`src/rtl/addsub_arbiter_pkg.sv`:
```
// Shared definitions for the two-requester add/subtract arbiter:
// FSM encoding, requester count and the round-robin pick helper.
package addsub_arbiter_pkg;

  localparam int NUM_REQ = 2;
  localparam int ID_W    = $clog2(NUM_REQ);

  typedef enum logic [1:0] {
    ST_IDLE = 2'd0,
    ST_EXEC = 2'd1,
    ST_RESP = 2'd2
  } state_e;

  // A lone valid requester always wins; the pointer only breaks ties.
  function automatic logic [ID_W-1:0] rr_pick(input logic v0, input logic v1,
                                              input logic [ID_W-1:0] ptr);
    logic [ID_W-1:0] pick;
    if (v0 && v1) begin
      pick = ptr;
    end else if (v0) begin
      pick = ID_W'(0);
    end else begin
      pick = ID_W'(1);
    end
    return pick;
  endfunction

endpackage

```
`src/rtl/addsub.sv`:
```
// Combinational WIDTH-bit adder/subtractor with carry, overflow, sign and zero flags.
// On subtract, cf reports a borrow (a < b unsigned).
module addsub #(
  parameter int WIDTH = 32
) (
  input  logic [WIDTH-1:0] a,
  input  logic [WIDTH-1:0] b,
  input  logic             sub,
  output logic [WIDTH-1:0] sum,
  output logic             cf,
  output logic             ovf,
  output logic             sf,
  output logic             zf
);

  logic [WIDTH-1:0] b_eff_s;
  logic [WIDTH:0]   wide_s;

  // Two's-complement add of a and (b or ~b + 1), then derive the flags.
  always_comb begin
    b_eff_s = sub ? ~b : b;
    wide_s  = {1'b0, a} + {1'b0, b_eff_s} + {{WIDTH{1'b0}}, sub};
    sum     = wide_s[WIDTH-1:0];
    cf      = sub ? ~wide_s[WIDTH] : wide_s[WIDTH];
    ovf     = (a[WIDTH-1] == b_eff_s[WIDTH-1]) && (wide_s[WIDTH-1] != a[WIDTH-1]);
    sf      = wide_s[WIDTH-1];
    zf      = (wide_s[WIDTH-1:0] == {WIDTH{1'b0}});
  end

endmodule

```
`src/rtl/addsub_arbiter.sv`:
```
// Round-robin arbiter sharing one addsub between two requesters;
// accept -> EXEC -> RESP gives a two-cycle accept-to-response latency.
module addsub_arbiter
  import addsub_arbiter_pkg::*;
#(
  parameter int WIDTH = 32
) (
  input  logic             clk,
  input  logic             rst,
  input  logic             req0_valid,
  output logic             req0_ready,
  input  logic [WIDTH-1:0] req0_a,
  input  logic [WIDTH-1:0] req0_b,
  input  logic             req0_sub,
  input  logic             req1_valid,
  output logic             req1_ready,
  input  logic [WIDTH-1:0] req1_a,
  input  logic [WIDTH-1:0] req1_b,
  input  logic             req1_sub,
  output logic             rsp_valid,
  input  logic             rsp_ready,
  output logic             rsp_id,
  output logic [WIDTH-1:0] rsp_sum,
  output logic             rsp_cf,
  output logic             rsp_ovf,
  output logic             rsp_sf,
  output logic             rsp_zf
);

  state_e            state_r;
  state_e            state_nxt_s;
  logic [ID_W-1:0]   ptr_r;
  logic [ID_W-1:0]   win_s;
  logic              any_valid_s;
  logic              req0_ready_s;
  logic              req1_ready_s;
  logic              accept_s;

  logic [WIDTH-1:0]  a_r;
  logic [WIDTH-1:0]  b_r;
  logic              sub_r;
  logic [ID_W-1:0]   id_r;

  logic [WIDTH-1:0]  sum_s;
  logic              cf_s;
  logic              ovf_s;
  logic              sf_s;
  logic              zf_s;

  logic              rsp_valid_r;
  logic [ID_W-1:0]   rsp_id_r;
  logic [WIDTH-1:0]  rsp_sum_r;
  logic              rsp_cf_r;
  logic              rsp_ovf_r;
  logic              rsp_sf_r;
  logic              rsp_zf_r;

  assign any_valid_s = req0_valid | req1_valid;
  assign win_s       = rr_pick(req0_valid, req1_valid, ptr_r);
  assign accept_s    = (req0_ready_s & req0_valid) | (req1_ready_s & req1_valid);

  // FSM state register.
  always_ff @(posedge clk) begin
    if (rst) begin
      state_r <= ST_IDLE;
    end else begin
      state_r <= state_nxt_s;
    end
  end

  // FSM next-state logic.
  always_comb begin
    state_nxt_s = state_r;
    case (state_r)
      ST_IDLE: state_nxt_s = accept_s ? ST_EXEC : ST_IDLE;
      ST_EXEC: state_nxt_s = ST_RESP;
      ST_RESP: state_nxt_s = rsp_ready ? ST_IDLE : ST_RESP;
      default: state_nxt_s = ST_IDLE;
    endcase
  end

  // FSM outputs: grant only in IDLE, never while reset is asserted.
  always_comb begin
    req0_ready_s = 1'b0;
    req1_ready_s = 1'b0;
    if (!rst && (state_r == ST_IDLE) && any_valid_s) begin
      if (win_s == ID_W'(0)) begin
        req0_ready_s = 1'b1;
      end else begin
        req1_ready_s = 1'b1;
      end
    end else begin
      req0_ready_s = 1'b0;
      req1_ready_s = 1'b0;
    end
  end

  // Latch the winner's operation and hand priority to the other requester.
  always_ff @(posedge clk) begin
    if (rst) begin
      a_r   <= {WIDTH{1'b0}};
      b_r   <= {WIDTH{1'b0}};
      sub_r <= 1'b0;
      id_r  <= ID_W'(0);
      ptr_r <= ID_W'(0);
    end else if (accept_s) begin
      a_r   <= (win_s == ID_W'(0)) ? req0_a   : req1_a;
      b_r   <= (win_s == ID_W'(0)) ? req0_b   : req1_b;
      sub_r <= (win_s == ID_W'(0)) ? req0_sub : req1_sub;
      id_r  <= win_s;
      ptr_r <= (win_s == ID_W'(0)) ? ID_W'(1) : ID_W'(0);
    end else begin
      a_r   <= a_r;
      b_r   <= b_r;
      sub_r <= sub_r;
      id_r  <= id_r;
      ptr_r <= ptr_r;
    end
  end

  addsub #(WIDTH) u_addsub (
    .a   (a_r),
    .b   (b_r),
    .sub (sub_r),
    .sum (sum_s),
    .cf  (cf_s),
    .ovf (ovf_s),
    .sf  (sf_s),
    .zf  (zf_s)
  );

  // Response register: captured at the end of EXEC, held until taken.
  always_ff @(posedge clk) begin
    if (rst) begin
      rsp_valid_r <= 1'b0;
      rsp_id_r    <= ID_W'(0);
      rsp_sum_r   <= {WIDTH{1'b0}};
      rsp_cf_r    <= 1'b0;
      rsp_ovf_r   <= 1'b0;
      rsp_sf_r    <= 1'b0;
      rsp_zf_r    <= 1'b0;
    end else if (state_r == ST_EXEC) begin
      rsp_valid_r <= 1'b1;
      rsp_id_r    <= id_r;
      rsp_sum_r   <= sum_s;
      rsp_cf_r    <= cf_s;
      rsp_ovf_r   <= ovf_s;
      rsp_sf_r    <= sf_s;
      rsp_zf_r    <= zf_s;
    end else if ((state_r == ST_RESP) && rsp_ready) begin
      rsp_valid_r <= 1'b0;
    end else begin
      rsp_valid_r <= rsp_valid_r;
    end
  end

  assign req0_ready = req0_ready_s;
  assign req1_ready = req1_ready_s;
  assign rsp_valid  = rsp_valid_r;
  assign rsp_id     = rsp_id_r;
  assign rsp_sum    = rsp_sum_r;
  assign rsp_cf     = rsp_cf_r;
  assign rsp_ovf    = rsp_ovf_r;
  assign rsp_sf     = rsp_sf_r;
  assign rsp_zf     = rsp_zf_r;

endmodule

```
`config.mk`:
```
export PLATFORM = sky130hd
export DESIGN_NAME = addsub_arbiter
export DESIGN_NICKNAME = d
export VERILOG_FILES = /design/src/rtl/addsub_arbiter_pkg.sv /design/src/rtl/addsub.sv /design/src/rtl/addsub_arbiter.sv
export SDC_FILE = /design/constraint.sdc
export NUM_CORES = 1
export LEC_CHECK = 0
export BUFFER_PORTS_ARGS = -buffer_cell sky130_fd_sc_hd__buf_2
export CAP_MARGIN = 20
export CORE_UTILIZATION = 35
export CTS_CLUSTER_DIAMETER = 80
export CTS_CLUSTER_SIZE = 10
export DETAILED_ROUTE_END_ITERATION = 10
export SLEW_MARGIN = 20
export SYNTH_ARGS = -nofsm -noshare
export SYNTH_HDL_FRONTEND = slang
export SYNTH_HIERARCHICAL = 1
export SYNTH_SLANG_ARGS = --single-unit
```
`constraint.sdc`:
```
create_clock -name clk -period 4.05 [get_ports clk]
set_input_delay 0.6075 -clock clk [delete_from_list [all_inputs] [get_ports clk]]
set_output_delay 0.6075 -clock clk [all_outputs]
set_load 0.02 [all_outputs]
```
Yosys cells after proc, flatten, opt, wreduce, memory -nomap -nowiden. Index checks and enable logic that the tools add are counted.

Flip-flop bits (word level): 107. Word-level logic and storage cells: 50.

Add/subtract/negate cells: 2. Equality and inequality tests: 4. Multiplexer cells: 16. Bitwise gates (word level): 6. Reduce and logical (&&, ||, !) cells: 9.

Operators by type and width (number): 32-bit two-way mux (3); 32-bit by 32-bit adder with 33-bit output (1); 33-bit by 1-bit adder with 33-bit output (1); 32-bit logical NOT (1); 32-bit inverter (1); 1-bit two-way mux (11); 2-bit one-hot mux with 3 select lines (1); 1-bit logical AND (5); 1-bit bitwise AND (2); 2-bit by 1-bit equality test with 1-bit output, second input constant (1); 2-bit equality test, second input constant (1); 2-bit logical NOT (1); 2-bit two-way mux (1); 1-bit bitwise OR (2); 2-bit nonzero test (1); 1-bit equality test (1); 1-bit logical NOT (1); 1-bit != test (1); 1-bit inverter (1).

Longest topological paths before layout. Gate-level depths: netlist of run 1.

Depth in word-level cells: 8. Mapped depth: 16.

Cells and area by module. The synthesis of run 1 kept the hierarchy.

By module, submodules not included: addsub_arbiter (times used 1, cells an instance 569, area an instance 5798.1 µm², seq. area each 2142.1 µm²); addsub (times used 1, cells an instance 343, area an instance 2403.6 µm², seq. area each 0.0 µm²).

Worst setup path before layout of run 1. Ideal clock, no wire load.

Path kind: register to register. Start: register sub_r. End: register rsp_zf_r (netlist: rsp_zf). Setup time: 70 ps. Arrival: 3485 ps. Required time: 3980 ps. Path slack: 495 ps. Stages on the path, launching flop included: 17. Path buffers: 3. Clock period less this slack: 3555 ps. Path through: dfxtp_1 -> buf_6 -> clkbuf_1 -> xor2_1 -> ha_1 -> clkbuf_1 -> nand2_1 -> or4_1 -> a211o_1 -> nand4_1 -> a311oi_2 -> xnor2_1 -> nor4_1 -> nand2_1 -> nor4b_2 -> nand2_1 -> a21oi_1.

Word-level cells in the longest chain between the ends: 4.

Ends and longest elaborated chain: start, declared (RTL line addsub_arbiter.sv:41) `logic sub_r;`; start signal, assigned (RTL line addsub_arbiter.sv:109) `sub_r <= (win_s == ID_W'(0)) ? req0_sub : req1_sub;`; start signal, assigned (RTL line addsub_arbiter.sv:115) `sub_r <= sub_r;`; 32-bit two-way mux (RTL line addsub.sv:21) `b_eff_s = sub ? ~b : b;`; 32-bit by 32-bit adder with 33-bit output (RTL line addsub.sv:22) `wide_s = {1'b0, a} + {1'b0, b_eff_s} + {{WIDTH{1'b0}}, sub};`; 33-bit by 1-bit adder with 33-bit output * (RTL line addsub.sv:22); net sum_s[27] (RTL line addsub_arbiter.sv:44) `logic [WIDTH-1:0] sum_s;`; 32-bit logical NOT * (RTL line addsub.sv:27) `zf = (wide_s[WIDTH-1:0] == {WIDTH{1'b0}});`; net zf_s (RTL line addsub_arbiter.sv:48) `logic zf_s;`; end signal, assigned (RTL line addsub_arbiter.sv:149) `rsp_zf_r <= zf_s;`; end, declared (RTL line addsub_arbiter.sv:56) `logic rsp_zf_r;`.

Mark *: on every way through the listed nets, which the timed path passes. The rest lies on a longest branch. A chain may end at the register's enable or synchronous reset.

Final worst setup path of run 1.
Start: register sub_r. End: register rsp_zf_r (netlist: rsp_zf).

Word-level cells in the longest chain between the ends: 4.

Ends and longest elaborated chain (RTL line): 32-bit two-way mux (addsub.sv:21); 32-bit by 32-bit adder with 33-bit output (addsub.sv:22); 33-bit by 1-bit adder with 33-bit output * (addsub.sv:22); 32-bit logical NOT * (addsub.sv:27); net zf_s (addsub_arbiter.sv:48).

Marks and branches as above.

==> results of run 1 <==
## cell type report
cell class	count	share of cell area (%)
multi-input combinational	710	58.7
tap	313	4.20
timing repair buffer	188	10.8
clock inverter	1	0.0939
inverter	10	0.403
sequential	107	23.0
clock buffer	14	2.83
## critical path, stage by stage (launching register included)
cell,delay [ns]
dfxtp_2,0.43
buf_4,0.29
xor2_1,0.24
ha_1,0.39
a211oi_1,0.36
o21ai_1,0.17
a22oi_1,0.19
nand4_1,0.13
o211a_1,0.16
o21a_1,0.21
or3_1,0.33
a22oi_1,0.19
nor4b_2,0.22
nand2_1,0.07
a21oi_1,0.11
## kinds of logic after synthesis
group                      count (synthesis)  share of synthesized area (%)
and+or+nand+nor                          393                           38.8
AOI/OAI and AO/OA                        227                           16.3
DFF                                      107                           26.1
buffers and inverters                     95                           7.35
xor gates and xnor gates                  55                           5.87
adders and majority gates                 34                           5.28
muxes                                      1                          0.275
## flip-flops by register name (all words and copies together), names as in the netlist
signal	cells
state_r	2
rsp_valid	1
ptr_r	1
rsp_id	1
rsp_sf	1
id_r	1
a_r	32
rsp_zf	1
rsp_ovf	1
sub_r	1
b_r	32
rsp_sum	32
rsp_cf	1
## worst paths after layout
path,to,slack (ns),cells past startpoint
max reg2reg,rsp_zf$_SDFFE_PP0P_,0.50,14
max,rsp_zf$_SDFFE_PP0P_,0.50,14
min reg2reg,rsp_sum[12]$_SDFFE_PP0P_,0.45,2
min,rsp_sum[12]$_SDFFE_PP0P_,0.45,2
## placed cells by master, fill, tap and decap left out, drive strengths merged, types with 3 or more instances in the layout
cell type / n
o211a: 3
a311oi: 4
nor3: 73
nand2: 104
or3: 8
xnor2: 11
a211o: 3
nand3: 8
xor2: 44
buf: 188
a211oi: 5
nor4b: 67
inv: 10
ha: 33
o211ai: 7
a21o: 7
nor2: 27
clkbuf: 14
o21a: 5
a21oi: 142
o31ai: 4
and2: 8
a22oi: 3
nor4: 68
dfxtp: 107
and3: 4
nand4: 10
o21ai: 29
## power groups by stage
stage	clock network, mW	registers [mW]	logic [mW]
after floorplan	0	1.34	1.39
after global placement	0	1.31	1.85
after detailed placement	0	1.32	1.85
after CTS	0.858	1.29	1.86
after global routing	0.893	1.31	2.06
final	0.836	1.29	1.86
## metal layers
| metal | track usage (%) | vias to the layer above | share of wire, % |
|---|---|---|---|
| met5 | 0 | - | 0 |
| met2 | 27.2 | 199 | 41 |
| met3 | 2.76 | 16 | 4.8 |
| li1 | - | 3617 | - |
| met4 | 4.71 | 0 | 1.1 |
| met1 | 29.8 | 3358 | 53 |
## per-stage QoR
stage               cell area [um^2]  total power [mW]  util [%]
floorplan                       8200              2.73         -
global placement                9050              3.16      39.7
detailed placement              9050              3.17      39.7
CTS                             9320              4.01      40.9
global route                    9320              4.26      40.9
finish                          9320              3.99      40.9
==> results.py, run 1 <==
metrics = {
    "synth": {
        "synth_top_area_cell": "dfxtp_1",
        "syn_area_per_cell_um2": 8.99,
        "yosysWarnings": 6,
        "synth-async-reset-ratio_pct": 0,
        "synth_area_um2": 8200,
        "synth_edf_count": 0,
        "ys.flop_type": "dfxtp_1",
        "yosysTopAreaCellShare_pct": 26.1,
        "ys_seq_area_share_pct": 26.1,
        "synthTopCellsByArea": "dfxtp_1 (26%), nor4_2 (8.8%), a21oi_1 (8.5%), nor4b_2 (8.4%), nor3_2 (7.1%)",
        "synth_cell_types": 71,
        "synthCells": 912,
        "synth_most_common_cell": "a21oi_1",
        "ys_seq_elements": 107,
        "syn-num-nets": 1081,
        "netlist_top_cells_count": "a21oi_1 (140), dfxtp_1 (107), nand2_1 (104)",
    },
    "placement": {
        "place_inst": 1328,
        "port_buffers": 174,
        "place_ws_ns": 0.507,
        "dp.final_hpwl_um": 16900,
        "place.gp.congestion": 0.887,
    },
    "global_route": {
        "grt_pass1_wl_um": 37100,
        "grt_max_degree": 103,
        "grt_usage_pct": 19.2,
        "overflow": 0,
        "grt_pass1_vias": 6870,
        "antenna_found_initial": 0,
    },
    "cells_and_area": {
        "antennaDiodeCount": 0,
        "regArea_um2": 2140,
        "syn2layout_area_growth_pct": 13.7,
        "final_cells": 1343,
        "n_fill_cell": 2302,
        "multiInputGateArea_um2": 5480,
        "layout-drive-gt1-share_pct": 36.8,
        "nets": 1195,
    },
    "clocking": {
        "clock_sinks": 107,
        "max-clock-path-buffers": 2,
        "cts_tree": "yes",
        "clock_latency_ns": 0.35,
        "cts-root-buf": "clkbuf_16",
        "numCtsBuffers": 9,
        "clk_pin_slew_ns": 0.07,
        "cts_hold_buf": 0,
        "htree_levels": 3,
        "post_cts_resized": 0,
        "cts_setup_buffers": 0,
    },
    "detailed_routing": {
        "drc": 0,
        "wire_per_inst_um": 17.1,
        "first_pass_iters": 5,
        "detail-route-antenna-nets": 0,
        "via_per_inst": 5.35,
        "drt_iter0_drc": 427,
        "num_vias": 7190,
        "drt-total-wl_um": 23000,
    },
    "pwr": {
        "netSwitchingFraction_pct": 41.5,
        "power_frac_comb_pct": 46.7,
        "ir_drop_v": 0.000208,
        "leakagePower_nw": 3.62,
        "clkPwrFrac_pct": 21.0,
        "internal_power_mw": 2.34,
        "power_density_nw_per_um2": 428,
        "p_seq_share_pct": 32.3,
        "p_sw_mw": 1.66,
    },
    "sta": {
        "setup_violations": 0,
        "drv_slew": 0,
        "period_minus_slack_ns": 3.55,
        "clock_skew_ns": 0.0133,
        "period_share_pct": 87.7,
        "rsz0062_at_grt": "no",
        "whs_ns": 0.450,
        "tns_ns": 0,
        "worst_slack_ns": 0.500,
        "clock.fmax_mhz": 282,
        "worstMarginPinSlew_ns": 1.02,
        "relSlewSlack_pct": 32.0,
        "final_hold_viol_count": 0,
    },
    "flow_run": {
        "drv_cap": 0,
    },
    "floorplan": {
        "initial_core_util_pct": 36.0,
        "die_h_um": 155,
        "ios": 175,
        "die_area_um2": 24000,
        "rows": 55,
        "core-area_um2": 22800,
        "dieWidth_um": 155,
    },
    "critical_path": {
        "r2r_start": "sub_r$_SDFFE_PP0P_",
        "cp.required_ns": 4.33,
        "path_class": "register to register",
        "crit_fanout": 15,
        "startpoint": "sub_r$_SDFFE_PP0P_",
        "end_kind": "register",
        "cp-start-kind": "register",
        "cp.arrival_ns": 3.83,
    },
    "hold_path": {
        "hold_start": "rsp_sum[12]$_SDFFE_PP0P_",
        "hp-class": "register to register",
    },
    "status": {
        "outcome": "finished, final reports clean",
    },
}
Power figures use the tool's default switching activity.
==> run 2, diff against run 1 <==
--- a/config.mk
+++ b/config.mk
@@ -5,12 +5,12 @@
 export SDC_FILE = /design/constraint.sdc
 export NUM_CORES = 1
 export LEC_CHECK = 0
-export BUFFER_PORTS_ARGS = -buffer_cell sky130_fd_sc_hd__buf_2
 export CAP_MARGIN = 20
 export CORE_UTILIZATION = 35
 export CTS_CLUSTER_DIAMETER = 80
 export CTS_CLUSTER_SIZE = 10
 export DETAILED_ROUTE_END_ITERATION = 10
+export DONT_BUFFER_PORTS = 1
 export SLEW_MARGIN = 20
 export SYNTH_ARGS = -nofsm -noshare
 export SYNTH_HDL_FRONTEND = slang
==> run 2 against run 1 <==
Effect of this change: clock skew down 0.0039 ns; highest routed layer unchanged; combinational power fell by 12%; global-route usage is 0.64 points lower; critical endpoint unchanged; core utilization shrank 3.9 points; die area unchanged; maximum frequency decreased by 3.9%; largest cell class unchanged; worst hold slack worse by 0.12 ns.
==> results.py, run 2 (synthesis gave the netlist of run 1 again) <==
metrics = {
    "sta": {
        "final_hold_viol_count": 0,
        "clock.fmax_mhz": 271,
        "tns_ns": 0,
        "setup_violations": 0,
        "drv_slew": 0,
        "clock_skew_ns": 0.00935,
        "rsz0062_at_grt": "no",
        "period_minus_slack_ns": 3.70,
        "period_share_pct": 91.3,
        "relSlewSlack_pct": 32.5,
        "worstMarginPinSlew_ns": 1.01,
    },
    "critical_path": {
        "r2r_start": "sub_r$_SDFFE_PP0P_",
        "path_class": "register to register",
        "r2r_slack_ns": 0.35,
        "cp.required_ns": 4.33,
        "cp.arrival_ns": 3.98,
        "end_kind": "register",
        "cp-start-kind": "register",
        "crit_fanout": 11,
        "worst-r2r-cell-count": 15,
        "rr_endpoint": "rsp_zf$_SDFFE_PP0P_",
    },
    "status": {
        "outcome": "finished, final reports clean",
    },
    "floorplan": {
        "rows": 55,
        "die_h_um": 155,
        "dieWidth_um": 155,
        "ios": 175,
        "initial_core_util_pct": 36.0,
        "core-area_um2": 22800,
        "die_area_um2": 24000,
    },
    "detailed_routing": {
        "wire_per_inst_um": 19.2,
        "drc": 0,
        "first_pass_iters": 5,
        "num_vias": 6554,
        "detail-route-antenna-nets": 0,
        "via_per_inst": 5.62,
        "drt_iter0_drc": 404,
        "drt-total-wl_um": 22400,
    },
    "global_route": {
        "antenna_found_initial": 0,
        "use_met3_pct": 3.93,
        "overflow": 0,
        "grt_max_degree": 110,
        "top_usage_layer": "met1",
        "grt_pass1_vias": 6210,
        "grt_usage_pct": 18.6,
        "use_met1_pct": 28.4,
        "grt_pass1_wl_um": 35400,
        "gr-usage-met2_pct": 25.7,
    },
    "pwr": {
        "power_density_nw_per_um2": 461,
        "p_sw_mw": 1.58,
        "power_frac_comb_pct": 41.9,
        "netSwitchingFraction_pct": 40.7,
        "leakagePower_nw": 2.87,
        "clkPwrFrac_pct": 22.7,
        "internal_power_mw": 2.31,
        "p_seq_share_pct": 35.3,
        "ir_drop_v": 0.000191,
    },
    "clocking": {
        "clock_latency_ns": 0.35,
        "clock_sinks": 107,
        "max-clock-path-buffers": 2,
        "cts_hold_buf": 0,
        "post_cts_resized": 0,
        "clk_pin_slew_ns": 0.07,
        "cts_setup_buffers": 0,
        "cts-root-buf": "clkbuf_16",
        "htree_levels": 3,
        "cts_tree": "yes",
        "numCtsBuffers": 9,
    },
    "cells_and_area": {
        "layout-drive-gt1-share_pct": 23.8,
        "syn2layout_area_growth_pct": 2.97,
        "final_cell_mix": "a21oi_1 (140), dfxtp_1 (106), nand2_1 (104), nor3_2 (58), nor4_2 (58)",
        "final_common_cell": "a21oi_1",
        "regArea_um2": 2140,
        "post-route-util_pct": 37.1,
        "nets": 1018,
        "n_fill_cell": 2325,
        "multiInputGateArea_um2": 5480,
        "antennaDiodeCount": 0,
    },
    "placement": {
        "dp.final_hpwl_um": 16300,
        "port_buffers": 0,
        "place.gp.congestion": 0.879,
    },
    "hold_path": {
        "hold_start": "rst",
        "min_to": "rsp_sum[31]$_SDFFE_PP0P_",
        "whs_path_depth": 1,
        "hp-class": "input port to register",
    },
    "flow_run": {
        "drv_cap": 0,
    },
}
[run 2: cell count changes in the layout (fill, tap and decap cells not counted), sizes merged]
cell / before / now
buf: 188 / 11
bufinv: 0 / 1
[run 2: power by group through the flow]
stage          sequential, mW  clock (mW)  combinational [mW]
2_1_floorplan            1.34           0                1.39
3_3_place_gp             1.40           0                1.62
3_5_place_dp             1.40           0                1.62
4_1_cts                  1.38       0.917                1.63
5_1_grt                  1.40       0.954                1.81
6_report                 1.37       0.885                1.63
[run 2: layout make-up]
cell class	count	share of cell area [%]
multi-input cells	710	64.8
inverters	10	0.444
repair buffers	11	1.27
clock buffers	14	3.01
clock inverters	2	0.415
flip-flops and latches	107	25.4
well taps	313	4.64
[run 2: worst max-delay path: stages, from the launching register on]
cell      delay [ns]
dfxtp_2         0.51
buf_4           0.27
buf_4           0.23
xor2_1          0.16
ha_1            0.35
a211oi_1        0.33
o21ai_1         0.15
a22oi_1         0.18
nand4_1         0.12
o211a_1         0.16
o21a_1          0.21
or3_1           0.33
a22oi_1         0.21
nor4b_2         0.21
nand2_1         0.07
a21oi_1         0.13
[run 2: how the worst max path moves through the flow]
stage                                     end                from
after floorplan           rsp_zf$_SDFFE_PP0P_  sub_r$_SDFFE_PP0P_
after global placement    rsp_zf$_SDFFE_PP0P_  sub_r$_SDFFE_PP0P_
after detailed placement  rsp_zf$_SDFFE_PP0P_  sub_r$_SDFFE_PP0P_
after CTS                 rsp_zf$_SDFFE_PP0P_  sub_r$_SDFFE_PP0P_
after global routing      rsp_zf$_SDFFE_PP0P_  sub_r$_SDFFE_PP0P_
final                     rsp_zf$_SDFFE_PP0P_  sub_r$_SDFFE_PP0P_
[run 2: routing by layer]
layer,routed length (um),vias to the layer above
li1,-,3266
met1,11600,3101
met2,9220,176
met3,1430,11
met4,177,0
met5,0,-
[run 2: metrics by stage]
step	hold slack [ns]	cells	setup slack [ns]	instance area, um^2	power (mW)
after floorplan	0.430	912	0.495	8200	2.73
after global placement	0.468	1151	0.364	8160	3.02
after detailed placement	0.468	1151	0.312	8160	3.02
after CTS	0.327	1167	0.289	8450	3.92
after global routing	0.311	1167	0.0663	8450	4.16
final	0.328	1167	0.354	8450	3.89
